### src/rtl/dlx_pkg.sv
// +----------------------------------------------------------------------+
// | dlx_pkg                                                              |
// | Shared DLX control-bit indices and MEM-stage state encoding.         |
// | Revision: 1.0                                                        |
// +----------------------------------------------------------------------+
`default_nettype none

package dlx_pkg;

  localparam int MEM_READ    = 0;
  localparam int MEM_WRITE   = 1;
  localparam int WB_MEMTOREG = 0;
  localparam int WB_REGWRITE = 1;

  localparam logic [0:0] IDLE = 1'b0;
  localparam logic [0:0] BUSY = 1'b1;

  function automatic logic is_misaligned(input logic [31:0] addr);
    return addr[1:0] != 2'b00;
  endfunction

endpackage

`default_nettype wire

### src/rtl/mem_timeout_counter.sv
// +----------------------------------------------------------------------+
// | mem_timeout_counter                                                  |
// | Wait-cycle counter with clear/enable and terminal-count flag.        |
// | Revision: 1.0                                                        |
// +----------------------------------------------------------------------+
`default_nettype none

module mem_timeout_counter #(
  parameter int TIMEOUT_CYCLES = 255
) (
  input  logic clock,
  input  logic reset_n,
  input  logic i_clear,
  input  logic i_enable,
  output logic o_terminal
);

  localparam int CNT_W = $clog2(TIMEOUT_CYCLES + 1);
  localparam logic [CNT_W-1:0] c_last = CNT_W'(TIMEOUT_CYCLES - 1);

  logic [CNT_W-1:0] r_count;

  always_ff @(posedge clock or negedge reset_n) begin
    if (!reset_n) begin
      r_count <= '0;
    end else if (i_clear) begin
      r_count <= '0;
    end else if (i_enable) begin
      r_count <= r_count + CNT_W'(1);
    end
  end

  assign o_terminal = (r_count == c_last);

endmodule

`default_nettype wire

### src/rtl/mem_access_unit.sv
// +----------------------------------------------------------------------+
// | mem_access_unit                                                      |
// | DLX memory stage: req/ack data-memory access, pipeline stall and     |
// | MEM/WB result latch.                                                 |
// | Revision: 1.0                                                        |
// +----------------------------------------------------------------------+
`default_nettype none

module mem_access_unit
  import dlx_pkg::*;
#(
  parameter int TIMEOUT_CYCLES = 255
) (
  input  logic        clock,
  input  logic        reset_n,
  input  logic [1:0]  M_control_in,
  input  logic [1:0]  WB_control_in,
  input  logic [31:0] ALU_out_in,
  input  logic [31:0] data_write_in,
  input  logic [4:0]  rw_in,
  output logic        dmem_req,
  output logic        dmem_we,
  output logic [31:0] dmem_addr,
  output logic [31:0] dmem_wdata,
  input  logic [31:0] dmem_rdata,
  input  logic        dmem_ack,
  input  logic        bus_error_clr,
  output logic        stall,
  output logic        bus_error,
  output logic [1:0]  WB_control_out,
  output logic [31:0] ALU_out_out,
  output logic [31:0] mem_data_out,
  output logic [4:0]  rw_out
);

  logic [0:0] r_state;
  logic       w_busy;
  logic       w_access;
  logic       w_misaligned;
  logic       w_terminal;
  logic       w_timeout;
  logic       w_issue;
  logic       w_align_err;
  logic       w_done;
  logic       w_abort;

  assign w_busy       = (r_state == BUSY);
  assign w_access     = M_control_in[MEM_READ] | M_control_in[MEM_WRITE];
  assign w_misaligned = is_misaligned(ALU_out_in);
  assign w_timeout    = w_busy & w_terminal;
  assign w_issue      = ~w_busy & w_access & ~w_misaligned;
  assign w_align_err  = ~w_busy & w_access & w_misaligned;
  // Ack beats a same-cycle timeout, so only an unacknowledged timeout aborts.
  assign w_done       = w_busy & dmem_ack;
  assign w_abort      = w_timeout & ~dmem_ack;

  assign stall = reset_n & (w_issue | (w_busy & ~dmem_ack & ~w_timeout));

  mem_timeout_counter #(
    .TIMEOUT_CYCLES(TIMEOUT_CYCLES)
  ) u_timeout (
    .clock     (clock),
    .reset_n   (reset_n),
    .i_clear   (~w_busy),
    .i_enable  (w_busy),
    .o_terminal(w_terminal)
  );

  always_ff @(posedge clock or negedge reset_n) begin
    if (!reset_n) begin
      r_state    <= IDLE;
      dmem_req   <= 1'b0;
      dmem_we    <= 1'b0;
      dmem_addr  <= '0;
      dmem_wdata <= '0;
    end else begin
      case (r_state)
        IDLE: begin
          if (w_issue) begin
            r_state    <= BUSY;
            dmem_req   <= 1'b1;
            dmem_we    <= M_control_in[MEM_WRITE];
            dmem_addr  <= {ALU_out_in[31:2], 2'b00};
            dmem_wdata <= data_write_in;
          end
        end
        BUSY: begin
          if (dmem_ack || w_timeout) begin
            r_state  <= IDLE;
            dmem_req <= 1'b0;
          end
        end
        default: begin
          r_state  <= IDLE;
          dmem_req <= 1'b0;
        end
      endcase
    end
  end

  always_ff @(posedge clock or negedge reset_n) begin
    if (!reset_n) begin
      bus_error <= 1'b0;
    end else if (w_align_err || w_abort) begin
      bus_error <= 1'b1;
    end else if (bus_error_clr) begin
      bus_error <= 1'b0;
    end
  end

  // Anything other than a completed access or a plain ALU op becomes a bubble.
  always_ff @(posedge clock or negedge reset_n) begin
    if (!reset_n) begin
      WB_control_out <= '0;
      ALU_out_out    <= '0;
      mem_data_out   <= '0;
      rw_out         <= '0;
    end else if (w_done) begin
      WB_control_out <= WB_control_in;
      ALU_out_out    <= ALU_out_in;
      rw_out         <= rw_in;
      mem_data_out   <= dmem_we ? 32'h0 : dmem_rdata;
    end else if (!w_busy && !w_access) begin
      WB_control_out <= WB_control_in;
      ALU_out_out    <= ALU_out_in;
      rw_out         <= rw_in;
      mem_data_out   <= 32'h0;
    end else begin
      WB_control_out <= '0;
    end
  end

endmodule

`default_nettype wire

### config.mk
export PLATFORM = sky130hd
export DESIGN_NAME = mem_access_unit
export DESIGN_NICKNAME = d
export VERILOG_FILES = /design/src/rtl/dlx_pkg.sv /design/src/rtl/mem_timeout_counter.sv /design/src/rtl/mem_access_unit.sv
export SDC_FILE = /design/constraint.sdc
export NUM_CORES = 1
export LEC_CHECK = 0
export CORE_MARGIN = 3
export CORE_UTILIZATION = 45
export DETAILED_ROUTE_END_ITERATION = 8
export HOLD_SLACK_MARGIN = 0.02
export PLACE_DENSITY_LB_ADDON = 0.12
export SYNTH_ARGS = -nofsm -noshare
export SYNTH_HDL_FRONTEND = slang
export SYNTH_SLANG_ARGS = --single-unit
### constraint.sdc
create_clock -name clock -period 5.4 [get_ports clock]
set_input_delay 0.54 -clock clock [delete_from_list [all_inputs] [get_ports clock]]
set_output_delay 0.54 -clock clock [all_outputs]
set_load 0.03 [all_outputs]
==> impl_metrics.env, run 1 <==
export IMPL_netlist_instances=347
export IMPL_seq_area_um2=3630
export IMPL_fin_crit_sh=0.524
export IMPL_grt_antenna_before_repair=0
export IMPL_ys_ff_latch=145
export IMPL_core_um2=11700
export IMPL_hold_buffers=0
export IMPL_path_clk_slew_ps=60
export IMPL_dr_total_vias=3831
export IMPL_hp_class="primary input to async pin"
export IMPL_regToRegSetupSlack_ps=2710
export IMPL_rr_worst_depth=4
export IMPL_first_pass_iters=4
export IMPL_synth_warnings=0
export IMPL_grt_pass1_vias=4030
export IMPL_p_seq_frac=0.373
export IMPL_core_rowCount=39
export IMPL_drv_slew=0
export IMPL_cts_resized=0
export IMPL_rsz0062_at_grt="no"
export IMPL_route_detailed_drc=0
export IMPL_synth_distinct_cells=34
export IMPL_cts_root_buf="clkbuf_16"
export IMPL_final_area_um2=8620
export IMPL_finalSetupViolCount=0
export IMPL_drive_above_1_share=0.216
export IMPL_chipWidth_um=117
export IMPL_netlist_area_um2=5520
export IMPL_end_kind="output pin"
export IMPL_routed_wl_mm=14.0
export IMPL_grt_pass1_wl_mm=21.3
export IMPL_post_route_min_period_ps=2830
export IMPL_critPathMaxFanout=18
export IMPL_worst_slew_pin_slew_ps=1150
export IMPL_syn_to_final_growth_pct=56.1
export IMPL_path_class="register to output pin"
export IMPL_p_int_uw=2600
export IMPL_hpwl_mm=10.4
export IMPL_final_nets=705
export IMPL_dieArea_um2=13600
export IMPL_setup_tns_ps=0
export IMPL_antenna_left=0
export IMPL_status="finished, final reports clean"
export IMPL_place_area_um2=8070
export IMPL_cts_buffers=17
export IMPL_avgViaCountPerCell=5.11
export IMPL_num_io_pins=248
export IMPL_clock_fmax_ghz=0.353
export IMPL_fillers=820
export IMPL_start_util=0.471
export IMPL_combPwrFrac=0.342
export IMPL_finClkSkew_ps=7.74
export IMPL_grt_use_total=0.209
export IMPL_required_ps=4860
export IMPL_drtIter0Drc=221
export IMPL_cts_sinks=145
export IMPL_slew_headroom=0.231
export IMPL_ys_seq_area_frac=0.657
export IMPL_postLayoutCoreUtil=0.736
export IMPL_htreeDepth=4
export IMPL_syn_avg_cell_area_um2=15.9
export IMPL_worst_skew_pair_late_latency_ps=410
export IMPL_die_height_um=117
export IMPL_crit_arrival_ps=2290
export IMPL_overflow=0
export IMPL_clockBufferDepth=2
export IMPL_routedWlPerCell_um=18.8
export IMPL_gp_congestion=0.797
export IMPL_cts_tree="built"
export IMPL_rr_startpoint="r_state"
export IMPL_io_buffers=245
export IMPL_finalHoldViolCount=0
export IMPL_drv_cap=0
export IMPL_leakage_uw=0.00367
export IMPL_p_sw_uw=1220
export IMPL_grt_max_degree=80
export IMPL_ir_worst_vdd_mv=0.263
export IMPL_antenna_cells=0
export IMPL_clkPwrFrac=0.284
export IMPL_r2r_end="ALU_out_out[25]"
export IMPL_power_density_nw_per_um2=443
export IMPL_multi_input_area_um2=1770
export IMPL_postCtsSetupRepairBufs=0
export IMPL_switching_share=0.320
export IMPL_start_kind="register"
export IMPL_final_cell_mix="244 x clkdlybuf4s50_1, 145 x dfrtp_1, 90 x mux2_2, 32 x a22o_1, 17 x clkbuf_16"
export IMPL_layout_commonest_cell="clkdlybuf4s50_1"
-- synth_stat cells, drive strengths merged --
master | n | area (um^2)
dfrtp | 145 | 3630
mux2 | 100 | 1160
a22o | 32 | 280
buf | 13 | 96.3
clkbuf | 8 | 30.0
nand3 | 4 | 20.0
nor2b | 4 | 25.0
o21ai | 4 | 20.0
a21boi | 3 | 22.5
and2 | 3 | 18.8
inv | 3 | 11.3
nand2b | 3 | 18.8
nor2 | 3 | 11.3
or3 | 3 | 18.8
ha | 2 | 25.0
nand4 | 2 | 12.5
xnor2 | 2 | 17.5
a21oi | 1 | 5.00
and3b | 1 | 8.76
conb | 1 | 3.75
nand2 | 1 | 3.75
nand3b | 1 | 7.51
nor3 | 1 | 5.00
nor4 | 1 | 21.3
o211ai | 1 | 7.51
o2bb2ai | 1 | 8.76
o31ai | 1 | 7.51
o32a | 1 | 10.0
or4 | 1 | 11.3
xor2 | 1 | 8.76
-- worst max-delay path, cell delays in order, from the launching register on --
cell             delay (ps)
dfrtp_1                 700
nand4_1                 230
nor2_1                  220
o2bb2ai_1               120
clkdlybuf4s50_1         600
-- power by group through the flow --
| stage | Clock [uW] | Combinational [uW] | Sequential [uW] |
|---|---|---|---|
| 6_report | 1090 | 1310 | 1420 |
| 5_1_grt | 1160 | 1370 | 1450 |
| 4_1_cts | 1110 | 1320 | 1430 |
| 3_5_place_dp | 0 | 1320 | 1440 |
| 3_3_place_gp | 0 | 1300 | 1430 |
| 2_1_floorplan | 0 | 261 | 1870 |
-- registers in the layout, indices dropped and copies added (netlist names) --
name / cells
ALU_out_out: 32
WB_control_out: 2
dmem_req: 1
dmem_addr: 30
dmem_we: 1
mem_data_out: 32
r_state: 1
rw_out: 5
bus_error: 1
dmem_wdata: 32
u_timeout.r_count: 8
-- layer usage --
metal	up-vias	routed length, um	global-route usage	part of all wire
li1	1748	-	-	-
met1	1914	5470	0.252	0.39
met2	144	7230	0.347	0.51
met3	25	1000	0.0638	0.071
met4	0	348	0.0933	0.025
met5	-	0	0	0
-- area by class of cell --
class / count / share of cell area
inverter: 3 / 0.00131
tap: 143 / 0.0208
sequential: 145 / 0.421
clock buffer: 26 / 0.0579
timing repair buffer: 248 / 0.287
clock inverter: 5 / 0.00610
multi-input combinational: 179 / 0.205
-- worst max path at each step --
| stage | startpoint | end |
|---|---|---|
| after floorplan | ALU_out_in[1] | stall |
| after global placement | M_control_in[1] | ALU_out_out[21] |
| after detailed placement | M_control_in[1] | ALU_out_out[20] |
| after CTS | r_state | stall |
| after global routing | r_state | stall |
| final | r_state | stall |
-- stage by stage --
| stage | std cells | setup slack (ps) | total power (uW) | hold slack [ps] |
|---|---|---|---|---|
| after global placement | 718 | 2500 | 2730 | 466 |
| after detailed placement | 718 | 2440 | 2760 | 478 |
| after floorplan | 348 | 3270 | 2130 | 244 |
| after global routing | 749 | 2380 | 3980 | 192 |
| after CTS | 749 | 2500 | 3860 | 172 |
| final | 749 | 2570 | 3820 | 141 |
-- cell families after synthesis --
| group | after synthesis | share of synthesized area |
|---|---|---|
| muxes | 100 | 0.209 |
| other | 1 | 0.000679 |
| xor gates and xnor gates | 3 | 0.00476 |
| and+or+nand+nor | 28 | 0.0331 |
| AOI/OAI and AO/OA | 44 | 0.0655 |
| adders and majority gates | 2 | 0.00453 |
| buffers and inverters | 24 | 0.0249 |
| DFF | 145 | 0.657 |
No activity file was read; power rests on OpenSTA's default activity.
==> run 2, diff against run 1 <==
--- a/config.mk
+++ b/config.mk
@@ -6,7 +6,7 @@
 export NUM_CORES = 1
 export LEC_CHECK = 0
 export CORE_MARGIN = 3
-export CORE_UTILIZATION = 45
+export CORE_UTILIZATION = 38
 export DETAILED_ROUTE_END_ITERATION = 8
 export HOLD_SLACK_MARGIN = 0.02
 export PLACE_DENSITY_LB_ADDON = 0.12
==> constraint.sdc (replaced) <==
create_clock -name clock -period 2.45 [get_ports clock]
set_input_delay 0.245 -clock clock [delete_from_list [all_inputs] [get_ports clock]]
set_output_delay 0.245 -clock clock [all_outputs]
set_load 0.03 [all_outputs]
==> run 2 against run 1 <==
Final cell count grew 5.6%; core utilization shrank 11 points; combinational power grew 120%; sequential cell count is the same; design area grew 2.2%; register-to-register slack lost 2000 ps; non-clock buffer count grew 4; highest routed layer unchanged.
==> impl_metrics.env, run 2 (synthesis results as in run 1) <==
export IMPL_crit_buf_inv=3
export IMPL_overflow=0
export IMPL_drv_cap=0
export IMPL_end_kind="output pin"
export IMPL_leakage_uw=0.00374
export IMPL_route_detailed_drc=0
export IMPL_start_kind="register"
export IMPL_slew_headroom=0.546
export IMPL_power_density_nw_per_um2=991
export IMPL_critPathMaxFanout=37
export IMPL_grt_use_total=0.184
export IMPL_antenna_cells=0
export IMPL_layout_commonest_cell="clkdlybuf4s50_1"
export IMPL_fin_total_pwr_uw=8720
export IMPL_avgViaCountPerCell=4.85
export IMPL_setup_tns_ps=0
export IMPL_finalSetupViolCount=0
export IMPL_post_route_min_period_ps=2180
export IMPL_cts_tree="built"
export IMPL_cts_resized=0
export IMPL_dr_total_vias=3834
export IMPL_start_util=0.393
export IMPL_required_ps=2200
export IMPL_postLayoutCoreUtil=0.627
export IMPL_clock_fmax_ghz=0.458
export IMPL_gp_congestion=0.747
export IMPL_rsz0062_at_grt="no"
export IMPL_crit_arrival_ps=1940
export IMPL_cpMaxStageDelayCell="dfrtp_1"
export IMPL_final_area_um2=8800
export IMPL_fillers=1094
export IMPL_final_nets=709
export IMPL_syn_to_final_growth_pct=59.5
export IMPL_crit_chain="buf_4 > nor4_4 > buf_12 > o2bb2ai_1 > buf_4"
export IMPL_routedWlPerCell_um=18.1
export IMPL_core_um2=14000
export IMPL_worst_skew_pair_late_latency_ps=420
export IMPL_hp_class="primary input to async pin"
export IMPL_core_rowCount=43
export IMPL_fin_crit_sh=0.892
export IMPL_drtIter0Drc=140
export IMPL_num_io_pins=248
export IMPL_grt_max_degree=133
export IMPL_die_height_um=127
export IMPL_finalHoldViolCount=0
export IMPL_cts_buffers=17
export IMPL_top_regs="ALU_out_out (32), dmem_wdata (32), mem_data_out (32)"
export IMPL_drv_slew=0
export IMPL_post_place_ws_ps=376
export IMPL_cp_common_cell="buf_4"
export IMPL_io_buffers=245
export IMPL_cts_sinks=145
export IMPL_drive_above_1_share=0.229
export IMPL_chipWidth_um=127
export IMPL_routed_wl_mm=14.3
export IMPL_dieArea_um2=16000
export IMPL_grt_antenna_before_repair=0
export IMPL_finClkSkew_ps=9.23
export IMPL_worst_slew_pin_slew_ps=681
export IMPL_clockBufferDepth=2
export IMPL_slowest_delay_ps=390
export IMPL_grt_pass1_wl_mm=22.7
export IMPL_htreeDepth=4
export IMPL_first_pass_iters=4
export IMPL_crit_family="buffers and inverters"
export IMPL_path_class="register to output pin"
export IMPL_hpwl_mm=10.1
export IMPL_cts_root_buf="clkbuf_16"
export IMPL_fin_ws_ps=266
export IMPL_ir_worst_vdd_mv=0.498
export IMPL_path_clk_slew_ps=60
export IMPL_antenna_left=0
export IMPL_final_cell_mix="243 x clkdlybuf4s50_1, 145 x dfrtp_1, 90 x mux2_2, 32 x a22o_1, 17 x clkbuf_16"
export IMPL_grt_pass1_vias=4153
export IMPL_place_area_um2=8170
export IMPL_status="finished, final reports clean"
[run 2: changes by cell type in the layout (fill, tap and decap cells not counted), sizes merged]
cell	before	now
buf	4	8
clkbuf	26	23
dlygate4sd3	0	1
clkinvlp	1	3
bufinv	1	3
clkdlybuf4s50	244	243
[run 2: final cells by class]
type | instances | area [um^2] | area share
Clock buffer | 23 | 498 | 0.0566
Multi-Input combinational cell | 179 | 1770 | 0.201
Timing Repair Buffer | 252 | 2540 | 0.289
Sequential cell | 145 | 3630 | 0.412
Clock inverter | 9 | 128 | 0.0145
Inverter | 3 | 11.3 | 0.00128
Tap cell | 180 | 225 | 0.0256
[run 2: routing by layer]
| metal | wire length (um) | track usage | vias up |
|---|---|---|---|
| li1 | - | - | 1749 |
| met1 | 5910 | 0.224 | 1914 |
| met2 | 7210 | 0.305 | 155 |
| met3 | 965 | 0.0632 | 16 |
| met4 | 249 | 0.0694 | 0 |
| met5 | 0 | 0 | - |
[run 2: what timing repair did]
action | in CTS | in global routing
hold buffers | 1 | 0
hold endpoints to repair | 13 | 0
setup buffers | 0 | 0
[run 2: stage by stage]
stage	hold WS, ps	instances
2_1_floorplan	-50.6	348
3_3_place_gp	85.5	758
3_5_place_dp	87.8	758
4_1_cts	267	791
5_1_grt	291	791
6_report	284	791
[run 2: power by group]
part | switching [uW] | total, uW | internal [uW]
clock network | 961 | 2690 | 1730
logic | 1530 | 2900 | 1370
registers | 253 | 3130 | 2880
total | 2750 | 8720 | 5980
[run 2: worst reg2reg max path, delay by kind of cell (launching register included)]
family	cells	cell delay [ps]
compound gates	1	170
buf+inv	2	590
flops	1	370
mux	1	400
simple gates	1	130
[run 2: final timing paths]
check | start | end | slack [ps] | cells after the start
hold / removal | reset_n | dmem_wdata[18] | 280 | 2
setup reg to reg | r_state | ALU_out_out[2] | 680 | 5
hold reg to reg | mem_data_out[21] | mem_data_out[21] | 500 | 1
max in group asynchronous | reset_n | dmem_addr[8] | 1250 | 3
setup / recovery | r_state | stall | 270 | 5
min in group clock | WB_control_in[0] | WB_control_out[0] | 380 | 2
==> run 3, diff against run 2 <==
--- a/config.mk
+++ b/config.mk
@@ -10,6 +10,8 @@
 export DETAILED_ROUTE_END_ITERATION = 8
 export HOLD_SLACK_MARGIN = 0.02
 export PLACE_DENSITY_LB_ADDON = 0.12
+export REMOVE_ABC_BUFFERS = 1
+export SKIP_CTS_REPAIR_TIMING = 1
 export SYNTH_ARGS = -nofsm -noshare
 export SYNTH_HDL_FRONTEND = slang
 export SYNTH_SLANG_ARGS = --single-unit
==> run 3 against run 2 <==
Global-route usage about the same; critical path depth is 1 higher; sequential cell count is the same; sequential share of layout area is essentially flat; sequential power barely moved; combinational power about the same; largest power group unchanged; largest cell class unchanged; routed wire length shrank 1.9%; non-clock buffer count rose by 2; clock power about the same; via count up 0.23%; first-iteration DRC count increased by 11%; hold slack got worse by 14 ps.
==> impl_metrics.env, run 3 (synthesis results as in run 1) <==
export IMPL_fin_crit_sh=0.835
export IMPL_slew_headroom=0.427
export IMPL_ir_worst_vdd_mv=0.610
export IMPL_topRoutingLayerUsed="met4"
export IMPL_finalHoldViolCount=0
export IMPL_routedWlPerCell_um=17.7
export IMPL_required_ps=2200
export IMPL_final_cell_mix="243 x clkdlybuf4s50_1, 144 x dfrtp_1, 90 x mux2_2, 32 x a22o_1, 17 x clkbuf_16"
export IMPL_whs_ps=271
export IMPL_io_buffers=245
export IMPL_avgViaCountPerCell=4.85
export IMPL_core_rowCount=43
export IMPL_rsz0062_at_grt="no"
export IMPL_status="finished, final reports clean"
export IMPL_cts_root_buf="clkbuf_16"
export IMPL_first_pass_iters=5
export IMPL_start_kind="register"
export IMPL_wl_met1_mm=5.36
export IMPL_placedCellCount=760
export IMPL_grt_antenna_before_repair=0
export IMPL_setup_tns_ps=0
export IMPL_path_clk_slew_ps=60
export IMPL_worst_skew_pair_late_latency_ps=420
export IMPL_clockBufferDepth=2
export IMPL_power_density_nw_per_um2=988
export IMPL_end_kind="output pin"
export IMPL_hpwl_mm=10.1
export IMPL_met3_wirelength_mm=1.42
export IMPL_cts_tree="built"
export IMPL_gp_congestion=0.800
export IMPL_htreeDepth=4
export IMPL_cts_buffers=17
export IMPL_grt_pass1_vias=4285
export IMPL_post_route_min_period_ps=2050
export IMPL_grt_max_degree=70
export IMPL_route_detailed_drc=0
export IMPL_syn_to_final_growth_pct=59.3
export IMPL_fillers=1069
export IMPL_wl_met2_mm=7.01
export IMPL_antenna_left=0
export IMPL_place_area_um2=8160
export IMPL_die_height_um=127
export IMPL_core_um2=14000
export IMPL_dieArea_um2=16000
export IMPL_path_class="register to output pin"
export IMPL_drtIter0Drc=156
export IMPL_routed_wl_mm=14.1
export IMPL_drv_slew=0
export IMPL_grt_use_total=0.185
export IMPL_cts_sinks=145
export IMPL_final_nets=711
export IMPL_num_io_pins=248
export IMPL_chipWidth_um=127
export IMPL_crit_arrival_ps=1800
export IMPL_layout_commonest_cell="clkdlybuf4s50_1"
export IMPL_critPathMaxFanout=6
export IMPL_final_area_um2=8800
export IMPL_antenna_cells=0
export IMPL_worst_slew_pin_slew_ps=860
export IMPL_dr_total_vias=3843
export IMPL_finalSetupViolCount=0
export IMPL_clock_fmax_ghz=0.489
export IMPL_hp_class="primary input to async pin"
export IMPL_top_regs="ALU_out_out (32), dmem_wdata (32), mem_data_out (32)"
export IMPL_finClkSkew_ps=9.85
export IMPL_leakage_uw=0.00375
export IMPL_grt_pass1_wl_mm=22.9
export IMPL_start_util=0.393
export IMPL_postLayoutCoreUtil=0.626
export IMPL_instances_no_fill=793
export IMPL_overflow=0
export IMPL_drive_above_1_share=0.233
export IMPL_drv_cap=0
## run 3: changes by cell type in the layout (fill, tap and decap cells not counted)
cell,delta
dfrtp_1,-1
buf_4,+3
clkinv_4,+2
dlymetal6s2s_1,+1
inv_6,+2
clkbuf_8,-2
clkbuf_1,-1
clkinvlp_4,-1
dfrtp_2,+1
buf_12,-2
## run 3: per-layer routing
metal	up-vias	GRT usage
li1	1757	-
met1	1912	0.208
met2	157	0.297
met3	17	0.101
met4	0	0.0688
met5	-	0
## run 3: worst paths after layout
check	cells after the start	slack, ps	startpoint	endpoint
min in group clock	2	370	WB_control_in[0]	WB_control_out[0]
setup reg to reg	2	630	r_state	dmem_addr[27]
hold / removal	2	270	reset_n	mem_data_out[19]
setup / recovery	6	400	u_timeout.r_count[0]	stall
hold reg to reg	1	490	dmem_wdata[20]	dmem_wdata[20]
max in group asynchronous	3	1030	reset_n	ALU_out_out[8]
## run 3: report_power, final
| group | internal, uW | switching, uW |
|---|---|---|
| Sequential | 2880 | 254 |
| Combinational | 1360 | 1530 |
| Clock | 1690 | 980 |
| Total | 5930 | 2760 |
## run 3: worst max-delay path, cell delays in order, from the launching register on
cell and delay [ps]:
dfrtp_1 420, inv_1 70, ha_1 200, nand4_1 120
nor2_1 90, o2bb2ai_1 170, dlymetal6s2s_1 320
## run 3: cell type report
class,count,area [um^2],share of cell area
timing repair buffer,254,2540,0.289
tap,180,225,0.0256
clock buffer,20,467,0.0531
inverter,3,11.3,0.00128
clock inverter,12,155,0.0176
sequential,145,3630,0.413
multi-input combinational,179,1770,0.201
## run 3: metrics by stage
step	total power, uW	setup WS [ps]
floorplan	4680	-1860
global placement	6040	323
detailed placement	6100	291
CTS	8820	-25.3
global route	9110	236
finish	8690	404
